===== src/rtl/div_unit_if.sv =====
// Controller <-> divider handshake: start pulses, operands in, results and status out.
interface div_unit_if #(
   parameter int WIDTH = 32
);
   logic             div_start;
   logic             divu_start;
   logic [WIDTH-1:0] dividend;
   logic [WIDTH-1:0] divisor;
   logic [WIDTH-1:0] quotient;
   logic [WIDTH-1:0] remainder;
   logic             busy;
   logic             done;

   // Controller side: issues starts and operands, observes results.
   modport master (
      output div_start, divu_start, dividend, divisor,
      input  quotient, remainder, busy, done
   );

   // Divider side.
   modport slave (
      input  div_start, divu_start, dividend, divisor,
      output quotient, remainder, busy, done
   );
endinterface


===== src/rtl/div_unit.sv =====
// Iterative signed/unsigned divider: radix-2 restoring division on operand
// magnitudes, one quotient bit per cycle, sign fix-up on the completing edge.
module div_unit #(
   parameter int WIDTH = 32
) (
   input  logic      clk,
   input  logic      rst,
   div_unit_if.slave bus
);
   typedef enum logic {IDLE, RUN} state_t;

   state_t             r_state;
   state_t             w_state_next;
   logic [5:0]         r_cnt;
   logic [WIDTH-1:0]   r_dividend;   // raw dividend, needed for the divide-by-zero result
   logic [WIDTH-1:0]   r_dvs_mag;    // divisor magnitude
   logic [WIDTH-1:0]   r_quo;        // dividend bits shift out, quotient bits shift in
   logic [WIDTH-1:0]   r_rem;        // partial remainder, always < divisor magnitude
   logic               r_neg_q;
   logic               r_neg_r;
   logic               r_dvz;
   logic [WIDTH-1:0]   r_quotient;
   logic [WIDTH-1:0]   r_remainder;
   logic               r_done;

   logic               w_accept;
   logic               w_last;
   logic               w_signed;
   logic [WIDTH-1:0]   w_dvd_mag;
   logic [WIDTH-1:0]   w_dvs_mag;
   logic [WIDTH:0]     w_shift;
   logic [WIDTH+1:0]   w_diff;
   logic               w_qbit;
   logic [WIDTH-1:0]   w_rem_step;
   logic [WIDTH-1:0]   w_quo_step;
   logic [WIDTH-1:0]   w_q_fin;
   logic [WIDTH-1:0]   w_r_fin;

   // Signed wins when both start pulses arrive together.
   assign w_accept = (r_state == IDLE) && (bus.div_start || bus.divu_start);
   assign w_last   = (r_state == RUN) && (r_cnt == 6'(WIDTH - 1));
   assign w_signed = bus.div_start;

   // Unsigned negation of 0x80000000 yields 2^31, which fits the unsigned magnitude.
   assign w_dvd_mag = (w_signed && bus.dividend[WIDTH-1]) ? -bus.dividend : bus.dividend;
   assign w_dvs_mag = (w_signed && bus.divisor[WIDTH-1])  ? -bus.divisor  : bus.divisor;

   // One restoring step: shift in the next dividend bit and trial-subtract.
   assign w_shift    = {r_rem, r_quo[WIDTH-1]};
   assign w_diff     = {1'b0, w_shift} - {2'b00, r_dvs_mag};
   assign w_qbit     = ~w_diff[WIDTH+1];
   assign w_rem_step = w_qbit ? w_diff[WIDTH-1:0] : w_shift[WIDTH-1:0];
   assign w_quo_step = {r_quo[WIDTH-2:0], w_qbit};

   // Sign correction and the fixed divide-by-zero result.
   assign w_q_fin = r_dvz   ? '1 :
                    r_neg_q ? -w_quo_step : w_quo_step;
   assign w_r_fin = r_dvz   ? r_dividend :
                    r_neg_r ? -w_rem_step : w_rem_step;

   assign bus.quotient  = r_quotient;
   assign bus.remainder = r_remainder;
   assign bus.busy      = (r_state == RUN);
   assign bus.done      = r_done;

   // State register.
   always_ff @(posedge clk or negedge rst) begin
      if (!rst) r_state <= IDLE;
      else      r_state <= w_state_next;
   end

   // Next-state: leave IDLE on an accepted start, return after the last iteration.
   always_comb begin
      w_state_next = r_state;
      case (r_state)
         IDLE:    if (w_accept) w_state_next = RUN;
         RUN:     if (w_last)   w_state_next = IDLE;
         default: w_state_next = IDLE;
      endcase
   end

   // Datapath: latch operands on accept, iterate while running, publish on completion.
   always_ff @(posedge clk or negedge rst) begin
      if (!rst) begin
         r_cnt       <= '0;
         r_dividend  <= '0;
         r_dvs_mag   <= '0;
         r_quo       <= '0;
         r_rem       <= '0;
         r_neg_q     <= 1'b0;
         r_neg_r     <= 1'b0;
         r_dvz       <= 1'b0;
         r_quotient  <= '0;
         r_remainder <= '0;
         r_done      <= 1'b0;
      end else begin
         r_done <= 1'b0;
         if (w_accept) begin
            r_cnt      <= '0;
            r_dividend <= bus.dividend;
            r_dvs_mag  <= w_dvs_mag;
            r_quo      <= w_dvd_mag;
            r_rem      <= '0;
            r_neg_q    <= w_signed && (bus.dividend[WIDTH-1] ^ bus.divisor[WIDTH-1]);
            r_neg_r    <= w_signed && bus.dividend[WIDTH-1];
            r_dvz      <= (bus.divisor == '0);
         end else if (r_state == RUN) begin
            r_quo <= w_quo_step;
            r_rem <= w_rem_step;
            r_cnt <= r_cnt + 6'd1;
            if (w_last) begin
               r_cnt       <= '0;
               r_quotient  <= w_q_fin;
               r_remainder <= w_r_fin;
               r_done      <= 1'b1;
            end
         end
      end
   end
endmodule


===== src/flat_wrapper.sv =====
// flat-port wrapper written by rule: the top's interface ports become plain ports
module div_unit_flat 
#(
   parameter int WIDTH = 32
)
  (clk, rst, bus_div_start, bus_divu_start, bus_dividend, bus_divisor, bus_quotient, bus_remainder, bus_busy, bus_done);
  div_unit_if #(.WIDTH(WIDTH)) bus_i ();
  input  logic clk;
  input  logic rst;
  input wire logic [$bits(bus_i.div_start)-1:0] bus_div_start;
  input wire logic [$bits(bus_i.divu_start)-1:0] bus_divu_start;
  input wire logic [$bits(bus_i.dividend)-1:0] bus_dividend;
  input wire logic [$bits(bus_i.divisor)-1:0] bus_divisor;
  output wire logic [$bits(bus_i.quotient)-1:0] bus_quotient;
  output wire logic [$bits(bus_i.remainder)-1:0] bus_remainder;
  output wire logic [$bits(bus_i.busy)-1:0] bus_busy;
  output wire logic [$bits(bus_i.done)-1:0] bus_done;
  assign bus_i.div_start = bus_div_start;
  assign bus_i.divu_start = bus_divu_start;
  assign bus_i.dividend = bus_dividend;
  assign bus_i.divisor = bus_divisor;
  assign bus_quotient = bus_i.quotient;
  assign bus_remainder = bus_i.remainder;
  assign bus_busy = bus_i.busy;
  assign bus_done = bus_i.done;
  div_unit #(.WIDTH(WIDTH)) u_core (.clk(clk), .rst(rst), .bus(bus_i));
endmodule

===== config.mk =====
export PLATFORM = sky130hd
export DESIGN_NAME = div_unit_flat
export DESIGN_NICKNAME = d
export VERILOG_FILES = /design/src/rtl/div_unit_if.sv /design/src/rtl/div_unit.sv /design/src/flat_wrapper.sv
export SDC_FILE = /design/constraint.sdc
export NUM_CORES = 1
export LEC_CHECK = 0
export ABC_AREA = 1
export ABC_CLOCK_PERIOD_IN_PS = 5700
export CORE_MARGIN = 1
export CORE_UTILIZATION = 50
export DETAILED_ROUTE_END_ITERATION = 12
export DONT_BUFFER_PORTS = 1
export HOLD_SLACK_MARGIN = 0.02
export PLACE_DENSITY = 0.64
export SLEW_MARGIN = 20
export SYNTH_ARGS = -nofsm -noshare
export SYNTH_HDL_FRONTEND = slang
export SYNTH_SLANG_ARGS = --single-unit

===== constraint.sdc =====
create_clock -name clk -period 5.7 [get_ports clk]
set_input_delay 1.71 -clock clk [delete_from_list [all_inputs] [get_ports clk]]
set_output_delay 1.71 -clock clk [all_outputs]
set_load 0.005 [all_outputs]

==> impl_metrics.json, run 1 <==
{
  "dr.pass1.iters": 5,
  "min_period_over_period_pct": 83.1,
  "tightestPinTransition_ps": 916,
  "antenna_found_initial": 0,
  "slew_headroom_pct": 38.9,
  "worstPathCellList": "inv_1 -> ha_1 -> nand2_1 -> nor2_1 -> and2_2 -> a21oi_4 -> nand2_8 -> inv_2 -> ha_1 -> nand3_1 -> nor3_1 -> nand3_1 -> nor3_1 -> nand3_1 -> nor4_1 -> nor2_1 -> nor2_1 -> xor2_1 -> o22ai_1 -> inv_1",
  "max_freq_mhz": 211,
  "layout-drive-gt1-share_pct": 5.89,
  "cts_sinks": 203,
  "fp.dieArea_sq_um": 28500,
  "die_w_microns": 169,
  "drc": 0,
  "grt_max_degree": 204,
  "drt.antenna.violating_nets": 0,
  "dieHeight_microns": 169,
  "coreArea_sq_um": 27200,
  "io_buffers": 0,
  "synth-seq-cells": 203,
  "clkLatencyLatePin_ps": 550,
  "critical_path_class": "flop to flop",
  "outcome": "finished clean",
  "cts.repair.resized": 0,
  "postCtsSetupBuffers": 0,
  "start_kind": "flop",
  "syn2layout_area_growth_pct": 8.47,
  "n_antenna_cell": 0,
  "overflow": 0,
  "synth_nets": 2153,
  "maxSlewViolCount": 0,
  "wirelength_mm": 45.2,
  "period_needed_ps": 4740,
  "hpwl_mm": 33.5,
  "tns_ps": 0,
  "grt_pass1_wl_mm": 70.7,
  "cap_violations": 0,
  "synth_warnings": 0,
  "clkTransAtPathRegs_ps": 60,
  "syn_inst": 2047,
  "hold_viol": 0,
  "cts_hold_buffers": 0,
  "cts_buffers": 25,
  "htreeDepth": 1,
  "nNetsFinal": 2126,
  "avgSynthCellArea_sq_um": 6.81,
  "crit_path_max_fanout": 51,
  "initial_utilization_pct": 51.3,
  "skew_ps": 14.7,
  "io_pins": 134,
  "worstPathRequired_ps": 6180,
  "critPathMaxStageDelay_ps": 470,
  "gp_congestion": 0.979,
  "num_rows": 60,
  "cts_tree": "built",
  "fillCellCount": 2718,
  "clockBufferDepth": 3,
  "arrival_ps": 5220,
  "hold_path.class": "flop to flop",
  "avgRoutedWirePerCell_microns": 18.7,
  "synth_area_sq_um": 13900,
  "cts-root-buf": "clkbuf_16",
  "via_per_inst": 5.61,
  "critPathCaptureType": "flop",
  "drt_iter0_markers": 1252,
  "yosysUniqueCellTypes": 55,
  "critical_path.slowest_cell": "nor4_1",
  "grt_use_total_pct": 32.0,
  "finalSetupViolCount": 0,
  "ys_async_sr_fraction_pct": 100,
  "synth_edf_count": 0,
  "synth_ff_type": "dfrtp_1",
  "grt_pass1_vias": 12700,
  "rsz0062_at_grt": "no",
  "ys_seq_area_share_pct": 36.5,
  "num_vias": 13500
}
[flip-flops by register name, indices dropped and copies added, names as in the netlist]
signal and cells:
u_core.bus.quotient 32, u_core.bus.remainder 32, u_core.r_dividend 32, u_core.r_dvs_mag 32, u_core.r_quo 32, u_core.r_rem 32, u_core.r_cnt 6, u_core.bus.busy 1
u_core.bus.done 1, u_core.r_dvz 1, u_core.r_neg_q 1, u_core.r_neg_r 1
[cells in the mapped netlist, types with 4 or more instances]
cell / number / area, sq um
ha_1: 37 / 463
nand2_1: 588 / 2210
nand3_2: 4 / 40.0
xnor2_1: 18 / 158
o21bai_1: 7 / 52.6
o31ai_1: 4 / 30.0
inv_1: 276 / 1040
dfrtp_1: 203 / 5080
nor3_1: 31 / 155
clkinv_1: 5 / 18.8
o221ai_1: 9 / 78.8
buf_2: 4 / 20.0
nand4_1: 20 / 125
o21ai_2: 5 / 43.8
nand2_2: 13 / 81.3
a21oi_1: 96 / 480
o21ai_1: 26 / 130
a31oi_1: 4 / 25.0
buf_1: 4 / 15.0
nor4_1: 11 / 68.8
nand3b_1: 8 / 60.1
o22ai_1: 30 / 188
nand3_1: 107 / 536
o22a_1: 6 / 52.6
o211ai_1: 19 / 143
o21ai_0: 179 / 896
nor2_1: 169 / 634
nor2_2: 5 / 31.3
xor2_1: 51 / 447
clkbuf_1: 54 / 203
inv_2: 15 / 56.3
[final cells by class]
cell class	count	area, sq um	area share (%)
Multi-Input combinational cell	1480	7450	49.3
Sequential cell	203	5080	33.6
Inverter	296	1110	7.35
Clock buffer	33	706	4.67
Tap cell	372	465	3.08
Clock inverter	13	190	1.26
Timing Repair Buffer	14	105	0.695
[through the flow]
| step | cell area, sq um | std cells | util (%) | hold slack [ps] | worst slack, ps |
|---|---|---|---|---|---|
| finish | 15100 | 2411 | 55.6 | 476 | 964 |
| global route | 15100 | 2411 | 55.6 | 489 | 539 |
| CTS | 15100 | 2411 | 55.6 | 475 | 1110 |
| detailed placement | 14200 | 2365 | 52.3 | 460 | 1140 |
| global placement | 14200 | 2365 | 52.3 | 454 | 1250 |
| floorplan | 13900 | 2047 | - | 437 | 1960 |
[path summary, 6_finish.rpt]
check                                      from                 endpoint  slack (ps)  cells past startpoint
min reg2reg                u_core.r_dividend[0]     u_core.r_dividend[0]         480                      2
max in group asynchronous                   rst      u_core.r_dvs_mag[9]        4380                      0
max reg2reg                u_core.r_dvs_mag[26]  u_core.bus.quotient[28]         960                     20
min                        u_core.r_dividend[0]     u_core.r_dividend[0]         480                      2
min in group asynchronous                   rst     u_core.r_dvs_mag[20]         860                      0
max                        u_core.r_dvs_mag[26]  u_core.bus.quotient[28]         960                     20
[critical path: cells and delay by family, from the launching register on]
kind	cells	cell delay, ps
compound gates	2	450
xor+xnor	1	170
fa+ha+maj	2	500
buf+inv	3	300
flops	1	460
simple gates	12	2750
[placed cells by master (no fill, tap or decap), drive strengths merged]
cell type | netlist | layout
o21a | 3 | 3
inv | 291 | 292
o22ai | 30 | 30
a22o | 1 | 1
clkinvlp | 0 | 1
clkinv | 5 | 12
a22oi | 1 | 1
nor2 | 176 | 176
and2 | 4 | 4
o32ai | 1 | 1
a31oi | 4 | 4
dfrtp | 203 | 203
nor3 | 33 | 33
nor4 | 12 | 12
nand4 | 20 | 20
o22a | 6 | 6
a2bb2oi | 2 | 2
nand3b | 8 | 8
clkbuf | 54 | 33
ha | 37 | 37
nor3b | 1 | 1
o31ai | 5 | 5
or2 | 4 | 4
o311ai | 2 | 2
nand3 | 111 | 111
a21o | 1 | 1
xnor2 | 18 | 18
o211ai | 19 | 19
o21ai | 210 | 210
buf | 14 | 14
o221ai | 9 | 9
fa | 1 | 1
xor2 | 51 | 51
bufinv | 0 | 4
nand2 | 604 | 604
o21bai | 7 | 7
a21oi | 99 | 99
[kinds of logic (layout without fill, tap and decap cells)]
group	count (synthesis)	after routing	share of synthesized area [%]
fa+ha+maj	38	38	3.47
simple gates	973	973	29.4
compound gates	400	400	16.2
xor+xnor	69	69	4.34
buf+inv	364	356	10.1
flops	203	203	36.5
[metal layers]
layer | GRT usage, % | up-vias | part of all wire (%)
li1 | - | 6566 | -
met1 | 45.3 | 6337 | 46
met2 | 48.9 | 534 | 43
met3 | 6.78 | 91 | 8.4
met4 | 9.17 | 0 | 3.0
met5 | 0 | - | 0
Power of run 1 is not shown: default switching activity piles up to over one toggle a cycle in this logic, so the estimate is an artifact.
==> run 2, diff against run 1 <==
--- a/config.mk
+++ b/config.mk
@@ -6,13 +6,13 @@
 export NUM_CORES = 1
 export LEC_CHECK = 0
 export ABC_AREA = 1
-export ABC_CLOCK_PERIOD_IN_PS = 5700
+export ABC_CLOCK_PERIOD_IN_PS = 4300
 export CORE_MARGIN = 1
 export CORE_UTILIZATION = 50
 export DETAILED_ROUTE_END_ITERATION = 12
 export DONT_BUFFER_PORTS = 1
 export HOLD_SLACK_MARGIN = 0.02
-export PLACE_DENSITY = 0.64
+export PLACE_DENSITY = 0.67
 export SLEW_MARGIN = 20
 export SYNTH_ARGS = -nofsm -noshare
 export SYNTH_HDL_FRONTEND = slang
==> constraint.sdc (replaced) <==
create_clock -name clk -period 4.3 [get_ports clk]
set_input_delay 1.29 -clock clk [delete_from_list [all_inputs] [get_ports clk]]
set_output_delay 1.29 -clock clk [all_outputs]
set_load 0.005 [all_outputs]
==> impl_metrics.json, run 2 (synthesized netlist as in run 1, its figures left out) <==
{
  "outcome": "finished clean",
  "slew_headroom_pct": 25.3,
  "grt_use_total_pct": 31.8,
  "tightestPinTransition_ps": 1110,
  "post-place-cells": 2377,
  "drt.antenna.violating_nets": 0,
  "die_w_microns": 169,
  "num_rows": 60,
  "cts_sinks": 203,
  "clockBufferDepth": 3,
  "crit_family": "simple AND/OR/NAND/NOR gates",
  "critical_path.slowest_cell": "dfrtp_1",
  "cts_hold_buffers": 0,
  "arrival_ps": 4470,
  "finalSetupViolCount": 0,
  "overflow": 0,
  "grt_pass1_wl_mm": 70.6,
  "htreeDepth": 1,
  "finalNonFillerCells": 2423,
  "r2r-start": "u_core.r_rem[7]",
  "cts-root-buf": "clkbuf_16",
  "grt_pass1_vias": 12800,
  "maxSlewViolCount": 0,
  "worstPathRequired_ps": 4730,
  "cpMostUsedCell": "nand2_1",
  "rrSetupSlack_ps": 260,
  "dieHeight_microns": 169,
  "cts.repair.resized": 0,
  "min_period_over_period_pct": 94.0,
  "timing.rr.end": "u_core.bus.quotient[30]",
  "fp.dieArea_sq_um": 28500,
  "cap_violations": 0,
  "start_kind": "flop",
  "gp_congestion": 0.967,
  "skew_ps": 13.9,
  "clkLatencyLatePin_ps": 540,
  "antenna_found_initial": 1,
  "critPathCaptureType": "flop",
  "utilization_pct": 56.0,
  "period_needed_ps": 4040,
  "clkTransAtPathRegs_ps": 60,
  "cts_tree": "built",
  "coreArea_sq_um": 27200,
  "max_freq_mhz": 248,
  "cts_buffers": 26,
  "critical_path_class": "flop to flop",
  "initial_utilization_pct": 51.3,
  "final_cell_mix": "nand2_1 (587), inv_1 (276), dfrtp_1 (203), o21ai_0 (179), nor2_1 (166)",
  "syn2layout_area_growth_pct": 9.32,
  "grt_max_degree": 204,
  "worst_r2r_path_depth": 25,
  "n_antenna_cell": 0,
  "hold_viol": 0,
  "nNetsFinal": 2139,
  "via_per_inst": 5.61,
  "hpwl_mm": 33.3,
  "dr.pass1.iters": 5,
  "drt_iter0_markers": 1314,
  "num_vias": 13600,
  "layout-drive-gt1-share_pct": 6.53,
  "avgRoutedWirePerCell_microns": 18.4,
  "io_buffers": 0,
  "final_common_cell": "nand2_1",
  "critPathMaxStageDelay_ps": 410,
  "postCtsSetupBuffers": 0,
  "wirelength_mm": 44.5,
  "io_pins": 134,
  "hold_path.class": "input port to asynchronous set/reset pin",
  "drc": 0,
  "crit_path_max_fanout": 10,
  "path_buf_inv": 4
}
## run 2: cell types whose count changed in the layout (fill, tap and decap cells not counted), sizes merged
cell      change
clkbuf        +2
clkinvlp      +1
clkinv        -3
buf          +12
## run 2: worst reg2reg max path: cells and delay by family (launching register included)
family	cells	cell delay, ps
AOI/OAI and AO/OA	5	940
xor gates and xnor gates	1	170
adders and majority gates	2	540
buffers and inverters	4	240
DFF	1	410
and+or+nand+nor	13	1640
## run 2: area by class of cell
type	count	area, sq um
tap	372	465
clock inverter	11	175
clock buffer	35	734
multi-input combinational	1480	7470
sequential	203	5080
fill	2755	11900
inverter	296	1110
timing repair buffer	26	195
## run 2: worst max-delay path by stage
stage,startpoint,endpoint,depth (start not counted)
after floorplan,u_core.r_rem[23],u_core.bus.quotient[30],22
after CTS,u_core.r_rem[7],u_core.bus.quotient[30],25
after global routing,u_core.r_rem[1],u_core.bus.quotient[30],25
after detailed placement,u_core.r_rem[7],u_core.bus.quotient[30],25
after global placement,u_core.r_rem[7],u_core.bus.quotient[30],25
final,u_core.r_rem[7],u_core.bus.quotient[30],25
## run 2: stage by stage
stage / setup TNS, ps / hold WS (ps) / setup WS [ps] / instance area (sq um)
floorplan: 0 / 437 / 563 / 13900
global placement: 0 / 452 / 342 / 14300
detailed placement: 0 / 461 / 257 / 14300
CTS: 0 / 430 / 237 / 15200
global route: -2.82 / 434 / -2.82 / 15200
finish: 0 / 449 / 260 / 15200
## run 2: routing by layer
metal	up-vias	global-route usage, %	routed length [microns]
li1	6590	-	-
met1	6379	47.0	20600
met2	548	46.5	18800
met3	83	5.73	3770
met4	2	10.6	1370
met5	-	0	13
Power of run 2 is left out for the same reason.
==> run 3, diff against run 2 <==
==> constraint.sdc (replaced) <==
create_clock -name clk -period 4.3 [get_ports clk]
set_input_delay 1.29 -clock clk [delete_from_list [all_inputs] [get_ports clk]]
set_output_delay 1.29 -clock clk [all_outputs]
set_load 0.1 [all_outputs]
==> impl_metrics.json, run 3 (synthesized netlist as in run 1, its figures left out) <==
{
  "outcome": "finished clean",
  "min_period_over_period_pct": 92.6,
  "hpwl_mm": 33.4,
  "hold_path.class": "input port to asynchronous set/reset pin",
  "layout-drive-gt1-share_pct": 6.31,
  "grt_pass1_vias": 12600,
  "arrival_ps": 4460,
  "fp.dieArea_sq_um": 28500,
  "timing.rr.end": "u_core.bus.quotient[28]",
  "cts-root-buf": "clkbuf_16",
  "critPathMaxStageDelay_ps": 410,
  "final_common_cell": "nand2_1",
  "gp_congestion": 0.977,
  "worstPathRequired_ps": 4780,
  "final_cell_mix": "nand2_1 (587), inv_1 (276), dfrtp_1 (203), o21ai_0 (178), nor2_1 (166)",
  "crit_family": "simple AND/OR/NAND/NOR gates",
  "num_rows": 60,
  "via_per_inst": 5.61,
  "rrSetupSlack_ps": 320,
  "die_w_microns": 169,
  "coreArea_sq_um": 27200,
  "cts.repair.resized": 0,
  "wirelength_mm": 44.6,
  "cts_tree": "built",
  "max_freq_mhz": 251,
  "dr.pass1.iters": 5,
  "nNetsFinal": 2135,
  "multi_input_area_sq_um": 7460,
  "skew_ps": 24.9,
  "num_vias": 13600,
  "antenna_found_initial": 0,
  "clkTransAtPathRegs_ps": 60,
  "crit_cells": 25,
  "io_buffers": 0,
  "finalNonFillerCells": 2417,
  "post-place-cells": 2375,
  "clockBufferDepth": 3,
  "critical_path_class": "flop to flop",
  "fillCellCount": 2706,
  "overflow": 0,
  "n_antenna_cell": 0,
  "slew_headroom_pct": 35.7,
  "clkLatencyLatePin_ps": 550,
  "drc": 0,
  "dieHeight_microns": 169,
  "cap_violations": 0,
  "period_needed_ps": 3980,
  "critPathLaunch": "u_core.r_rem[5]",
  "avgRoutedWirePerCell_microns": 18.5,
  "initial_utilization_pct": 51.3,
  "cpMostUsedCell": "nand2_1",
  "cts_buffers": 24,
  "crit_path_max_fanout": 10,
  "cts_sinks": 203,
  "critical_path.slowest_cell": "dfrtp_1",
  "grt_pass1_wl_mm": 70.0,
  "path_buf_inv": 4,
  "tns_ps": 0,
  "rsz0062_at_grt": "no",
  "start_kind": "flop",
  "drt_iter0_markers": 1237,
  "worst_r2r_path_depth": 25,
  "cts_hold_buffers": 0,
  "hold_viol": 0,
  "drt.antenna.violating_nets": 0,
  "r2r-start": "u_core.r_rem[5]",
  "finalSetupViolCount": 0,
  "critPathCaptureType": "flop",
  "htreeDepth": 1,
  "seq_area_sq_um": 5080,
  "syn2layout_area_growth_pct": 9.06,
  "postCtsSetupBuffers": 0,
  "io_pins": 134,
  "maxSlewViolCount": 0,
  "grt_max_degree": 204,
  "grt_use_total_pct": 31.5,
  "tightestPinTransition_ps": 965
}
[run 3: changes by cell type in the layout (fill, tap and decap cells not counted), sizes merged]
cell | before | now
buf | 26 | 24
bufinv | 4 | 5
clkbuf | 35 | 31
clkinv | 9 | 10
clkinvlp | 2 | 1
inv | 292 | 291
[run 3: worst register-to-register path: cells and delay by family (launching register included)]
kind | cells | cell delay, ps
AND/OR/NAND/NOR | 17 | 2340
AO/OA/AOI/OAI | 1 | 90
XOR/XNOR | 1 | 160
flip-flops | 1 | 410
buffers and inverters | 4 | 410
adder cells (fa/ha/maj) | 2 | 540
[run 3: area by class of cell]
cell class | instances | share of cell area (%)
clock buffer | 31 | 4.45
sequential | 203 | 33.4
timing repair buffer | 24 | 1.35
multi-input combinational | 1480 | 49.1
clock inverter | 11 | 1.28
inverter | 296 | 7.31
tap | 372 | 3.06
[run 3: metrics by stage]
stage          hold slack, ps  worst slack (ps)  area [sq um]  utilization [%]
2_1_floorplan             437               558         13900                -
3_3_place_gp              451               343         14300             52.7
3_5_place_dp              454               237         14300             52.7
4_1_cts                   443               225         15200             55.9
5_1_grt                   439              5.29         15200             55.9
6_report                  454               318         15200             55.9
[run 3: worst max path at each step]
| stage | slack [ps] | end |
|---|---|---|
| detailed placement | 240 | u_core.bus.quotient[30] |
| floorplan | 560 | u_core.bus.quotient[30] |
| global route | 5 | u_core.bus.quotient[28] |
| CTS | 230 | u_core.bus.quotient[30] |
| global placement | 340 | u_core.bus.quotient[30] |
| finish | 320 | u_core.bus.quotient[28] |
[run 3: routing by layer]
layer	share of wire [%]	global-route usage, %
met2	43	47.3
met1	47	47.1
met3	7.6	5.24
met4	2.0	7.59
met5	0	0
Power of run 3 is left out for the same reason.
